## src/rtl/bcd_time_writer_pkg.sv

```systemverilog
// Shared definitions for the packed BCD time word: field codes, slice positions,
// field limits and the run/set mode encoding.
package bcd_time_writer_pkg;

    typedef enum logic [0:0] {
        ST_RUN = 1'b0,
        ST_SET = 1'b1
    } mode_e;

    localparam logic [1:0] FLD_HH = 2'd0;
    localparam logic [1:0] FLD_MM = 2'd1;
    localparam logic [1:0] FLD_SS = 2'd2;

    // Each field is a two-digit BCD byte; these are the byte LSB positions in digits.
    localparam int unsigned FLD_W  = 8;
    localparam int unsigned HH_LSB = 24;
    localparam int unsigned MM_LSB = 16;
    localparam int unsigned SS_LSB = 8;
    localparam int unsigned CC_LSB = 0;

    localparam logic [7:0] HH_MAX = 8'h23;
    localparam logic [7:0] MM_MAX = 8'h59;
    localparam logic [7:0] SS_MAX = 8'h59;
    localparam logic [7:0] CC_MAX = 8'h99;

    function automatic logic [7:0] bcd_inc(input logic [7:0] val, input logic [7:0] lim);
        logic [7:0] res;
        if (val == lim) begin
            res = 8'h00;
        end else if (val[3:0] == 4'd9) begin
            res = {val[7:4] + 4'd1, 4'd0};
        end else begin
            res = {val[7:4], val[3:0] + 4'd1};
        end
        return res;
    endfunction

endpackage

```

## src/rtl/bcd_time_writer_debounce.sv

```systemverilog
// Push-button conditioner: 2-FF synchronizer, stability counter and a registered
// one-cycle pulse on each accepted press (releases produce nothing).
module btn_debounce
    import bcd_time_writer_pkg::*;
#(
    parameter int unsigned DB_CYCLES = 1_000_000
) (
    input  logic clk,
    input  logic reset,
    input  logic btn,
    output logic press
);

    localparam int unsigned CW = (DB_CYCLES > 1) ? $clog2(DB_CYCLES) : 1;
    localparam logic [CW-1:0] CNT_LAST = CW'(DB_CYCLES - 1);

    logic [1:0]    sync_r;
    logic          level_r;
    logic [CW-1:0] cnt_r;
    logic          db_r;
    logic          press_r;
    logic          lvl_s;
    logic          stable_s;

    assign lvl_s    = sync_r[1];
    assign stable_s = (lvl_s == level_r) && (cnt_r == CNT_LAST);

    // Synchronize, time the stable level, and accept it once it has held long enough.
    always_ff @(posedge clk or negedge reset) begin
        if (!reset) begin
            sync_r  <= 2'b00;
            level_r <= 1'b0;
            cnt_r   <= '0;
            db_r    <= 1'b0;
            press_r <= 1'b0;
        end else begin
            sync_r  <= {sync_r[0], btn};
            level_r <= lvl_s;
            if (lvl_s != level_r) begin
                cnt_r <= '0;
            end else if (cnt_r != CNT_LAST) begin
                cnt_r <= cnt_r + CW'(1);
            end else begin
                cnt_r <= cnt_r;
            end
            if (stable_s) begin
                db_r <= lvl_s;
            end else begin
                db_r <= db_r;
            end
            press_r <= stable_s && lvl_s && !db_r;
        end
    end

    assign press = press_r;

endmodule

```

## src/rtl/bcd_time_writer.sv

```systemverilog
// 100 Hz time-of-day counter producing the packed HH:MM:SS.cc BCD word, with a
// three-button run/set editor. All outputs come straight from registers.
module bcd_time_writer
    import bcd_time_writer_pkg::*;
#(
    parameter int unsigned DB_CYCLES = 1_000_000,
    parameter int unsigned TICK_DIV  = 1_000_000
) (
    input  logic        clk,
    input  logic        reset,
    input  logic        btn_set,
    input  logic        btn_next,
    input  logic        btn_inc,
    output logic [31:0] digits,
    output logic        set_mode,
    output logic [1:0]  cursor,
    output logic        day_wrap
);

    localparam int unsigned DW = $clog2(TICK_DIV);
    localparam logic [DW-1:0] DIV_LAST = DW'(TICK_DIV - 1);

    mode_e         state_r, state_s;
    logic [1:0]    cursor_r, cursor_s;
    logic [31:0]   digits_r, digits_s;
    logic [DW-1:0] div_r, div_s;
    logic          wrap_r, wrap_s;
    logic          set_p_s, next_p_s, inc_p_s;
    logic [7:0]    hh_s, mm_s, ss_s, cc_s;
    logic          c_ss_s, c_mm_s, c_hh_s, tick_wrap_s;
    logic [31:0]   tick_digits_s;

    btn_debounce #(.DB_CYCLES(DB_CYCLES)) u_db_set  (.clk(clk), .reset(reset), .btn(btn_set),  .press(set_p_s));
    btn_debounce #(.DB_CYCLES(DB_CYCLES)) u_db_next (.clk(clk), .reset(reset), .btn(btn_next), .press(next_p_s));
    btn_debounce #(.DB_CYCLES(DB_CYCLES)) u_db_inc  (.clk(clk), .reset(reset), .btn(btn_inc),  .press(inc_p_s));

    assign hh_s = digits_r[HH_LSB +: FLD_W];
    assign mm_s = digits_r[MM_LSB +: FLD_W];
    assign ss_s = digits_r[SS_LSB +: FLD_W];
    assign cc_s = digits_r[CC_LSB +: FLD_W];

    // Carry ripples upward only while every lower field sits at its limit.
    assign c_ss_s      = (cc_s == CC_MAX);
    assign c_mm_s      = c_ss_s && (ss_s == SS_MAX);
    assign c_hh_s      = c_mm_s && (mm_s == MM_MAX);
    assign tick_wrap_s = c_hh_s && (hh_s == HH_MAX);
    assign tick_digits_s = {c_hh_s ? bcd_inc(hh_s, HH_MAX) : hh_s,
                            c_mm_s ? bcd_inc(mm_s, MM_MAX) : mm_s,
                            c_ss_s ? bcd_inc(ss_s, SS_MAX) : ss_s,
                            bcd_inc(cc_s, CC_MAX)};

    // Mode FSM, divider and time update; set beats next beats inc, and set beats a tick.
    always_comb begin
        state_s  = state_r;
        cursor_s = cursor_r;
        digits_s = digits_r;
        div_s    = div_r;
        wrap_s   = 1'b0;
        case (state_r)
            ST_RUN: begin
                if (set_p_s) begin
                    state_s  = ST_SET;
                    cursor_s = FLD_HH;
                    digits_s[CC_LSB +: FLD_W] = 8'h00;
                    div_s    = '0;
                end else if (div_r == DIV_LAST) begin
                    div_s    = '0;
                    digits_s = tick_digits_s;
                    wrap_s   = tick_wrap_s;
                end else begin
                    div_s = div_r + DW'(1);
                end
            end
            ST_SET: begin
                div_s = '0;
                if (set_p_s) begin
                    state_s = ST_RUN;
                end else if (next_p_s) begin
                    case (cursor_r)
                        FLD_HH:  cursor_s = FLD_MM;
                        FLD_MM:  cursor_s = FLD_SS;
                        default: cursor_s = FLD_HH;
                    endcase
                end else if (inc_p_s) begin
                    case (cursor_r)
                        FLD_HH:  digits_s[HH_LSB +: FLD_W] = bcd_inc(hh_s, HH_MAX);
                        FLD_MM:  digits_s[MM_LSB +: FLD_W] = bcd_inc(mm_s, MM_MAX);
                        FLD_SS:  digits_s[SS_LSB +: FLD_W] = bcd_inc(ss_s, SS_MAX);
                        default: digits_s = digits_r;
                    endcase
                end else begin
                    state_s = ST_SET;
                end
            end
            default: begin
                state_s  = ST_RUN;
                cursor_s = FLD_HH;
                digits_s = 32'h0000_0000;
                div_s    = '0;
            end
        endcase
    end

    // State and output registers.
    always_ff @(posedge clk or negedge reset) begin
        if (!reset) begin
            state_r  <= ST_RUN;
            cursor_r <= FLD_HH;
            digits_r <= 32'h0000_0000;
            div_r    <= '0;
            wrap_r   <= 1'b0;
        end else begin
            state_r  <= state_s;
            cursor_r <= cursor_s;
            digits_r <= digits_s;
            div_r    <= div_s;
            wrap_r   <= wrap_s;
        end
    end

    assign digits   = digits_r;
    assign set_mode = (state_r == ST_SET);
    assign cursor   = cursor_r;
    assign day_wrap = wrap_r;

endmodule

```

## config.mk

```make
export PLATFORM = sky130hd
export DESIGN_NAME = bcd_time_writer
export DESIGN_NICKNAME = d
export VERILOG_FILES = /design/src/rtl/bcd_time_writer_pkg.sv /design/src/rtl/bcd_time_writer_debounce.sv /design/src/rtl/bcd_time_writer.sv
export SDC_FILE = /design/constraint.sdc
export NUM_CORES = 1
export LEC_CHECK = 0
export BUFFER_PORTS_ARGS = -buffer_cell sky130_fd_sc_hd__buf_2
export CORE_MARGIN = 1.5
export CORE_UTILIZATION = 60
export DETAILED_ROUTE_END_ITERATION = 8
export PLACE_DENSITY = 0.86
export SETUP_SLACK_MARGIN = 0.05
export SYNTH_ARGS = -nofsm -noshare
export SYNTH_HDL_FRONTEND = slang
export SYNTH_SLANG_ARGS = --single-unit
export TNS_END_PERCENT = 50
```

## constraint.sdc

```tcl
create_clock -name clk -period 2.5 [get_ports clk]
set_input_delay 0.75 -clock clk [delete_from_list [all_inputs] [get_ports clk]]
set_output_delay 0.75 -clock clk [all_outputs]
set_load 0.01 [all_outputs]
```

==> results of run 1 <==
[metrics by stage]
step | std cells | area, µm²
after global placement | 879 | 7280
after CTS | 912 | 7940
after detailed placement | 879 | 7280
after floorplan | 697 | 6800
final | 912 | 7960
after global routing | 912 | 7960
[critical path, stage by stage (launching register included)]
cell     delay, ns
dfrtp_1       0.40
ha_1          0.21
nand3_1       0.15
buf_4         0.20
or4_1         0.59
o21ai_1       0.32
buf_4         0.30
a21oi_1       0.08
[worst paths after layout]
| kind | endpoint | slack, ns |
|---|---|---|
| worst max-delay path | div_r[11] | 0.12 |
| worst max register to register | div_r[11] | 0.12 |
| worst min-delay path | digits[21] | 0.32 |
| max in group asynchronous | u_db_next.cnt_r[13] | 1.50 |
| worst min register to register | u_db_inc.sync_r[1] | 0.35 |
| min in group clk | u_db_inc.sync_r[1] | 0.35 |
[power by group]
| group | total [W] | leakage, nW | internal, W | switching (W) |
|---|---|---|---|---|
| logic | 0.000161 | 1.47 | 0.0000505 | 0.000110 |
| clock network | 0.00273 | 0.323 | 0.00179 | 0.000937 |
| registers | 0.00218 | 1.79 | 0.00215 | 0.0000312 |
| total | 0.00507 | 3.58 | 0.00399 | 0.00108 |
[cells by family after synthesis]
logic type      after synthesis  share of synthesized area [%]
compound gates               89                           8.31
xor+xnor                     68                           8.75
fa+ha+maj                    23                           4.23
buf+inv                      48                           2.76
flops                       131                           48.2
mux                          19                           3.14
simple gates                319                           24.6
[layout make-up]
cell class / instances / area share [%]
clock buffers: 18 / 5.52
clock inverters: 14 / 2.64
inverters: 30 / 1.41
multi-input cells: 518 / 42.2
flip-flops and latches: 131 / 41.2
well taps: 140 / 2.20
repair buffers: 61 / 4.84
[flip-flops by register name, summed over array words and instances (netlist names), 2 cells and up]
| register | flops |
|---|---|
| div_r | 20 |
| u_db_next.sync_r | 2 |
| digits | 32 |
| u_db_inc.sync_r | 2 |
| u_db_set.sync_r | 2 |
| u_db_next.cnt_r | 20 |
| u_db_set.cnt_r | 20 |
| u_db_inc.cnt_r | 20 |
| cursor | 2 |
[metal layers]
layer	wire, µm	vias to the layer above	GRT usage, %
met5	0	-	0
met4	348	0	12.4
met3	698	33	6.40
met2	7340	186	43.5
met1	6650	2713	35.4
li1	-	2587	-
[cell usage in the layout, fill, tap and decap left out, types with 6 or more instances in the layout]
cell	n
mux2i_1	6
mux2_1	9
buf_2	39
nand3_1	34
or3_1	15
inv_1	30
ha_1	23
clkbuf_16	17
and3_1	16
xor2_1	37
nor4_1	11
nand2_1	43
buf_4	20
nor3_1	23
nor2_1	102
o21ai_1	7
o21ai_0	18
a21oi_1	22
xnor2_1	31
nand4_1	22
o31ai_1	8
dfrtp_1	131
[repair_timing]
item	4_1_cts	5_1_grt
resized for setup	0	4
pin swaps	1	0
endpoints found under the setup margin	6	32
hold endpoints to repair	0	0
buffers inserted	1	0
hold buffers	0	0
==> run metrics, run 1 <==
reg2reg path depth=7; RSZ-0062 raised after global routing=yes; Fmax=~420 MHz; Worst-path clk slew=0.06 ns; Final TNS setup=0 ns; 1st-iter DRT viols=approximately 450; post-synth top area cell=dfrtp_1; Layout Area Growth over Synthesis=17.0%; CP Data Required Time=between 2 and 3 ns; cts bufs inserted=17; grt total ovfl=0; CP max FO=18; synth top area cells=dfrtp_1 48%, nor2_1 5.6%, xor2_1 4.8%; final setup vio count=0; Synth Cell Area=approximately 6800 µm²; Static Leak=approximately 3.6 nW; Mapped Avg Cell Area=~9.8 µm²; row cnt=38; peak supply drop=~660 µV; share of the clock period used by the worst path=a little over nine tenths; Fillers=around 780; WL/cell=16.5 µm; final core utilization=72.8%; Vias/cell=between 6 and 7; Slew headroom=approximately 44%; status=finished, final reports clean; Yosys reg bits=between 100 and 150; Fin. Hold Viols=0; Slew Viols, Final=0; clk sinks=131; global-route wire length before repair=approximately 25000 µm; CTS tree=done; GRT Total Usage=between 20% and 30%; worst hold slack=about 0.32 ns; Async SR Flop Fraction=100%; # diodes=0; Routed WL=between 15000 and 20000 µm; Worst R2R Start=div_r[0]; Tot Pwr=between 0.005 and 0.006 W; Die Span X=109 µm; CP arrival=2.67 ns; worst slack, placed=0.0110 ns; Clock Tree Root=clkbuf_16; Setup crit start=div_r[0]; H-tree levels=4; Hold WC Path Type=in2async; crit path time final=between 2 and 2.5 ns; Worst Tran Pin Value=between 0.8 and 0.9 ns; sequential area share after synthesis=between 40% and 50%; share of the synthesized area in the top cell type=48.2%; initial antenna violation count=0; most numerous cell in the Yosys netlist=dfrtp_1; DRC Markers=0; fin worst setup slack=~0.12 ns; Post-Syn Instances=roughly 700; Max-cap violations=0; Routed Antenna Nets=0; input/output buffers=40; CORE AREA=about 11000 µm²; Worst Setup Path Type=reg2reg; fin nets=between 700 and 800; hpwl dp=around 9900 µm; vias=about 5.5k; largest net degree at the start of global routing=roughly 40; Starting Density=62.2%; vias in the first global route=about 5.4k; GPL Wtd Cong=between 0.9 and 1; Synth cell types=62; Critical Path Source Type=register; Pre-Repair DR Iteration Count=5; top-level I/O count=41; multi-input logic area=approximately 3400 µm²; Net Count, Synth=a little over 700; layout cells sized above 1=14.2%; total of warnings raised by yosys=0; final clock skew=roughly 0.0064 ns; clk_lat worst skew=about 0.42 ns; full die area=12000 µm²; number of enable flip-flop cells after synthesis=0; Crit. End Element=register; Post-synth top cells=131 x dfrtp_1, 102 x nor2_1, 43 x nand2_1; register area=around 3300 µm²; DIE HEIGHT=between 100 and 150 µm; ys flop type=dfrtp_1; CTS Buffer Depth=2; Power Dens Cells=637 nW/µm²
Note: power is estimated with default switching activity, not from simulation.
==> run 2, diff against run 1 <==
BUFFER_PORTS_ARGS = -buffer_cell sky130_fd_sc_hd__buf_4   (was -buffer_cell sky130_fd_sc_hd__buf_2)
GPL_ROUTABILITY_DRIVEN = 0   (was unset)
==> run 2 against run 1 <==
Compared with the run above: die area stayed put; register-to-register slack worse by 0.04 ns; routed wire length is 1.2% lower; clock power hardly changed; utilization is 0.69 points higher; maximum frequency is 1.5% lower; highest routed layer unchanged.
==> run metrics, run 2 (same netlist as run 1, synthesis figures left out) <==
vias=between 5k and 6k; top sig layer=met4; number of flip-flops in the largest register=32; Routed Antenna Nets=0; crit path time final=2.42 ns; Pre-Repair DR Iteration Count=7; GRT Total Usage=around a quarter; largest net degree at the start of global routing=50; Slowest cell on crit path=or4_4; Fin. Hold Viols=0; Fillers=717; commonest non-fill, non-tap cell in the layout=dfrtp_1; fin worst setup slack=~0.085 ns; Power Dens Cells=about 630 nW/µm²; Tot Pwr=0.00507 W; global-route wire length before repair=24700 µm; Layout Area Growth over Synthesis=18.1%; most frequent cells in the layout=129 x dfrtp_1, 102 x nor2_1, 56 x buf_4; CP Data Required Time=about 2.8 ns; DIE HEIGHT=approximately 110 µm; CP arrival=approximately 2.7 ns; grt total ovfl=0; initial antenna violation count=0; Static Leak=~3.6 nW; Worst Tran Pin Value=~0.69 ns; top-level I/O count=between 40 and 50; Critical Path Source Type=register; full die area=around 12000 µm²; Slew headroom=54.0%; Crit. End Element=register; Worst Setup Path Type=reg2reg; layout cells sized above 1=13.9%; CTS tree=done; CP max FO=8; net switching power=between 0.001 and 0.0015 W; Vias/cell=between 6 and 7; row cnt=38; WL/cell=about 16 µm; clk_lat worst skew=around 0.42 ns; 1st-iter DRT viols=about 360; Starting Density=between 60% and 70%; switch share=between 20% and 30%; H-tree levels=4; input/output buffers=40; final clock skew=0.0113 ns; Die Span X=~110 µm; final setup vio count=0; CORE AREA=approximately 11000 µm²; combinational fraction of design power=between 3 and 4%; vias in the first global route=approximately 5.5k; final core utilization=73.5%; met3 wire len=between 800 and 900 µm; # diodes=0; Clock Tree Root=clkbuf_16; share of the clock period used by the worst path=96.6%; DRC Markers=0; critical path's largest stage delay=approximately 0.55 ns; clk sinks=approximately 130; Reg power frac=about 43%; Slew Viols, Final=0; Clock power frac=between 50 and 60%; cts bufs inserted=17; Hold WC Path Type=in2async; RSZ-0062 raised after global routing=yes; Hold Buf Count CTS=0; fin nets=~780; Fmax=414 MHz; worst slack, placed=~0.025 ns; hpwl dp=between 10000 and 15000 µm; Routed WL=approximately 15000 µm; critical-path cell list=or4_4 > nor4_4 > buf_4 > a21oi_2 > or3_4 > mux2_4; CTS Buffer Depth=2; Worst-path clk slew=0.06 ns; peak supply drop=479 µV; worst hold slack=~0.31 ns; Final TNS setup=0 ns; status=finished, final reports clean; M1 wire length=about 6000 µm; met2 wire length=~7500 µm; Int Power=0.00404 W; Max-cap violations=0
run 2: stage by stage:
step | area [µm²] | std cells
floorplan | 6800 | 697
global placement | 7360 | 876
detailed placement | 7360 | 876
CTS | 8020 | 909
global route | 8040 | 909
finish | 8040 | 909
run 2: timing repair:
action	in CTS	in global routing
gates resized for setup	0	5
pin swaps	1	0
endpoints found under the setup margin	8	15
buffers inserted	1	0
run 2: cell type report:
class                           instances  area, µm²  share of cell area (%)
Clock buffer                           22        474                    5.90
Tap cell                              140        175                    2.18
Multi-Input combinational cell        518       3360                    41.8
Timing Repair Buffer                   58        460                    5.73
Clock inverter                         10        178                    2.21
Inverter                               30        113                    1.40
Sequential cell                       131       3280                    40.8
run 2: critical path: cells and delay by family, from the launching register on:
family,cells,cell delay [ns]
AOI/OAI and AO/OA,1,0.13
buffers and inverters,1,0.20
DFF,1,0.44
and+or+nand+nor,3,1.21
muxes,1,0.31
run 2: worst paths after layout:
path	endpoint	startpoint	cells after the start	slack, ns
min in group clk	u_db_inc.sync_r[1]	u_db_inc.sync_r[0]	0	0.35
min	digits[31]	reset	1	0.31
min reg2reg	u_db_inc.sync_r[1]	u_db_inc.sync_r[0]	0	0.35
max in group asynchronous	div_r[11]	reset	2	1.54
max	digits[20]	div_r[15]	6	0.08
max reg2reg	digits[20]	div_r[15]	6	0.08
run 2: power by group through the flow:
stage | clock, W | sequential (W) | combinational, W
final | 0.00273 | 0.00218 | 0.000159
after global routing | 0.00284 | 0.00219 | 0.000183
after floorplan | 0 | 0.00221 | 0.0000794
after global placement | 0 | 0.00222 | 0.000152
after detailed placement | 0 | 0.00222 | 0.000163
after CTS | 0.00276 | 0.00218 | 0.000164
run 2: per-layer routing:
metal  GRT usage, %  vias up
met4           13.4        0
met2           44.4      204
met3           5.75       39
met5              0        -
met1           32.5     2698
li1               -     2581
==> run 3, diff against run 2 <==
BUFFER_PORTS_ARGS = -buffer_cell sky130_fd_sc_hd__buf_2   (was -buffer_cell sky130_fd_sc_hd__buf_4)
GPL_TIMING_DRIVEN = 0   (was unset)
clock period = 2.3 ns   (was 2.5 ns; I/O delays follow)
==> run 3 against run 2 <==
Compared with the run above: the flow now finishes with violations (setup timing); cell count grew 2.6%; maximum frequency rose by 2.4%; die area unchanged; count of clock-buffer cells in the layout fell by 5; clock power down 3%; combinational power grew 3%; non-clock buffer count increased by 24; critical path depth grew 1.
==> run metrics, run 3 (same netlist as run 1, synthesis figures left out) <==
Hold WC Path Type=in2async; Power Dens Cells=between 600 and 700 nW/µm²; largest net degree at the start of global routing=96; commonest non-fill, non-tap cell in the layout=dfrtp_1; status=finished, violations left; Int Power=between 0.003 and 0.004 W; H-tree levels=4; Vias/cell=roughly 6.3; CTS tree=done; dpl cells=around 880; Area after DPL=7220 µm²; R2R setup slack=-0.06 ns; CP max FO=7; Clock power frac=about half; CORE AREA=10900 µm²; violated checks=setup timing; layout cells sized above 1=a little over a fifth; GRT Total Usage=about 29%; Layout Area Growth over Synthesis=21.7%; hpwl dp=~10000 µm; CTS Buffer Depth=2; Reg power frac=roughly 46%; DIE HEIGHT=109 µm; reg2reg path depth=7; clk sinks=131; peak supply drop=approximately 590 µV; most frequent cells in the layout=124 x dfrtp_1, 101 x nor2_1, 42 x nand2_1; full die area=approximately 12000 µm²; fin worst setup slack=-0.0580 ns; final clock skew=roughly 0.0085 ns; switch share=23.2%; clk_lat worst skew=about 0.42 ns; number of flip-flops in the largest register=32; Fmax=~420 MHz; combinational fraction of design power=3.1%; global-route wire length before repair=~26000 µm; Static Leak=between 3 and 4 nW; Routed WL=between 15000 and 20000 µm; final core utilization=approximately 76%; cts bufs inserted=17; Slew Viols, Final=0; Fin. Hold Viols=0; Slew headroom=53.9%; CP arrival=roughly 2.7 ns; Max-cap violations=0; final setup vio count=4; initial antenna violation count=0; crit path time final=approximately 2.4 ns; fin nets=808; input/output buffers=40; DRC Markers=0; Setup crit start=digits[1]; share of the clock period used by the worst path=103%; Post-Layout Inst Area=8280 µm²; # diodes=0; 1st-iter DRT viols=between 600 and 700; Worst Tran Pin Value=between 0.6 and 0.7 ns; grt total ovfl=0; Crit. End Element=register; CP Data Required Time=2.61 ns; R2R Path End=digits[21]; Pre-Repair DR Iteration Count=6; vias=roughly 6k; net switching power=between 0.001 and 0.0015 W; worst setup path end=digits[21]; Critical Path Source Type=register; Starting Density=between 60% and 70%; row cnt=38; Routed Antenna Nets=0; non-filler instance count after layout=between 900 and 1k; RSZ-0062 raised after global routing=yes; Worst Setup Path Type=reg2reg; Worst R2R Start=digits[1]; Clock Tree Root=clkbuf_16; Die Span X=roughly 110 µm; WL/cell=~19 µm; top-level I/O count=between 40 and 50; vias in the first global route=between 5k and 6k; Worst-path clk slew=about 0.060 ns
[run 3: worst min path at each step]
stage | end | slack (ns) | depth (start not counted)
4_1_cts | digits[24] | 0.17 | 1
3_3_place_gp | u_db_next.sync_r[1] | 0.33 | 0
2_1_floorplan | u_db_inc.sync_r[1] | 0.33 | 0
5_1_grt | digits[24] | 0.18 | 1
6_report | digits[24] | 0.17 | 1
3_5_place_dp | u_db_next.sync_r[1] | 0.34 | 0
[run 3: layout make-up]
type	count	area, µm²
Sequential cell	131	3290
Tap cell	140	175
Timing Repair Buffer	66	437
Inverter	30	116
Clock inverter	15	156
Fill cell	678	2650
Buffer	16	83.8
Multi-Input combinational cell	518	3600
Clock buffer	17	425
[run 3: layer usage]
metal	track usage, %	up-vias	part of all wire (%)
li1	-	2631	-
met1	34.2	2886	40
met2	49.8	243	51
met3	6.94	72	5.1
met4	11.6	0	3.9
met5	0	-	0
[run 3: timing repair]
action,in CTS,in global routing
gates cloned,0,0
pin swaps,8,13
resized for setup,24,54
setup endpoints to repair,54,53
hold buffers,0,0
setup buffers,14,11
[run 3: critical path, stage by stage (launching register included)]
cell and delay [ns]:
dfrtp_1 0.44, inv_1 0.11, ha_1 0.19, nand2_1 0.07, nor2_1 0.41, a31oi_4 0.25
or3_4 0.46, mux2_4 0.32
[run 3: power groups by stage]
stage	Sequential, W	Combinational, W	Clock (W)
after floorplan	0.00241	0.0000863	0
after CTS	0.00237	0.000166	0.00267
after global routing	0.00238	0.000190	0.00278
after detailed placement	0.00241	0.000165	0
final	0.00237	0.000163	0.00265
after global placement	0.00241	0.000150	0
[run 3: per-stage QoR]
| step | hold WS, ns | power [W] | TNS, ns | setup WS (ns) |
|---|---|---|---|---|
| finish | 0.166 | 0.00519 | -0.173 | -0.0580 |
| global route | 0.183 | 0.00535 | -1.33 | -0.134 |
| CTS | 0.168 | 0.00521 | -0.0621 | -0.0197 |
| detailed placement | 0.336 | 0.00258 | -5.04 | -0.304 |
| global placement | 0.332 | 0.00256 | -142.58 | -1.08 |
| floorplan | 0.331 | 0.00249 | 0 | 0.0351 |
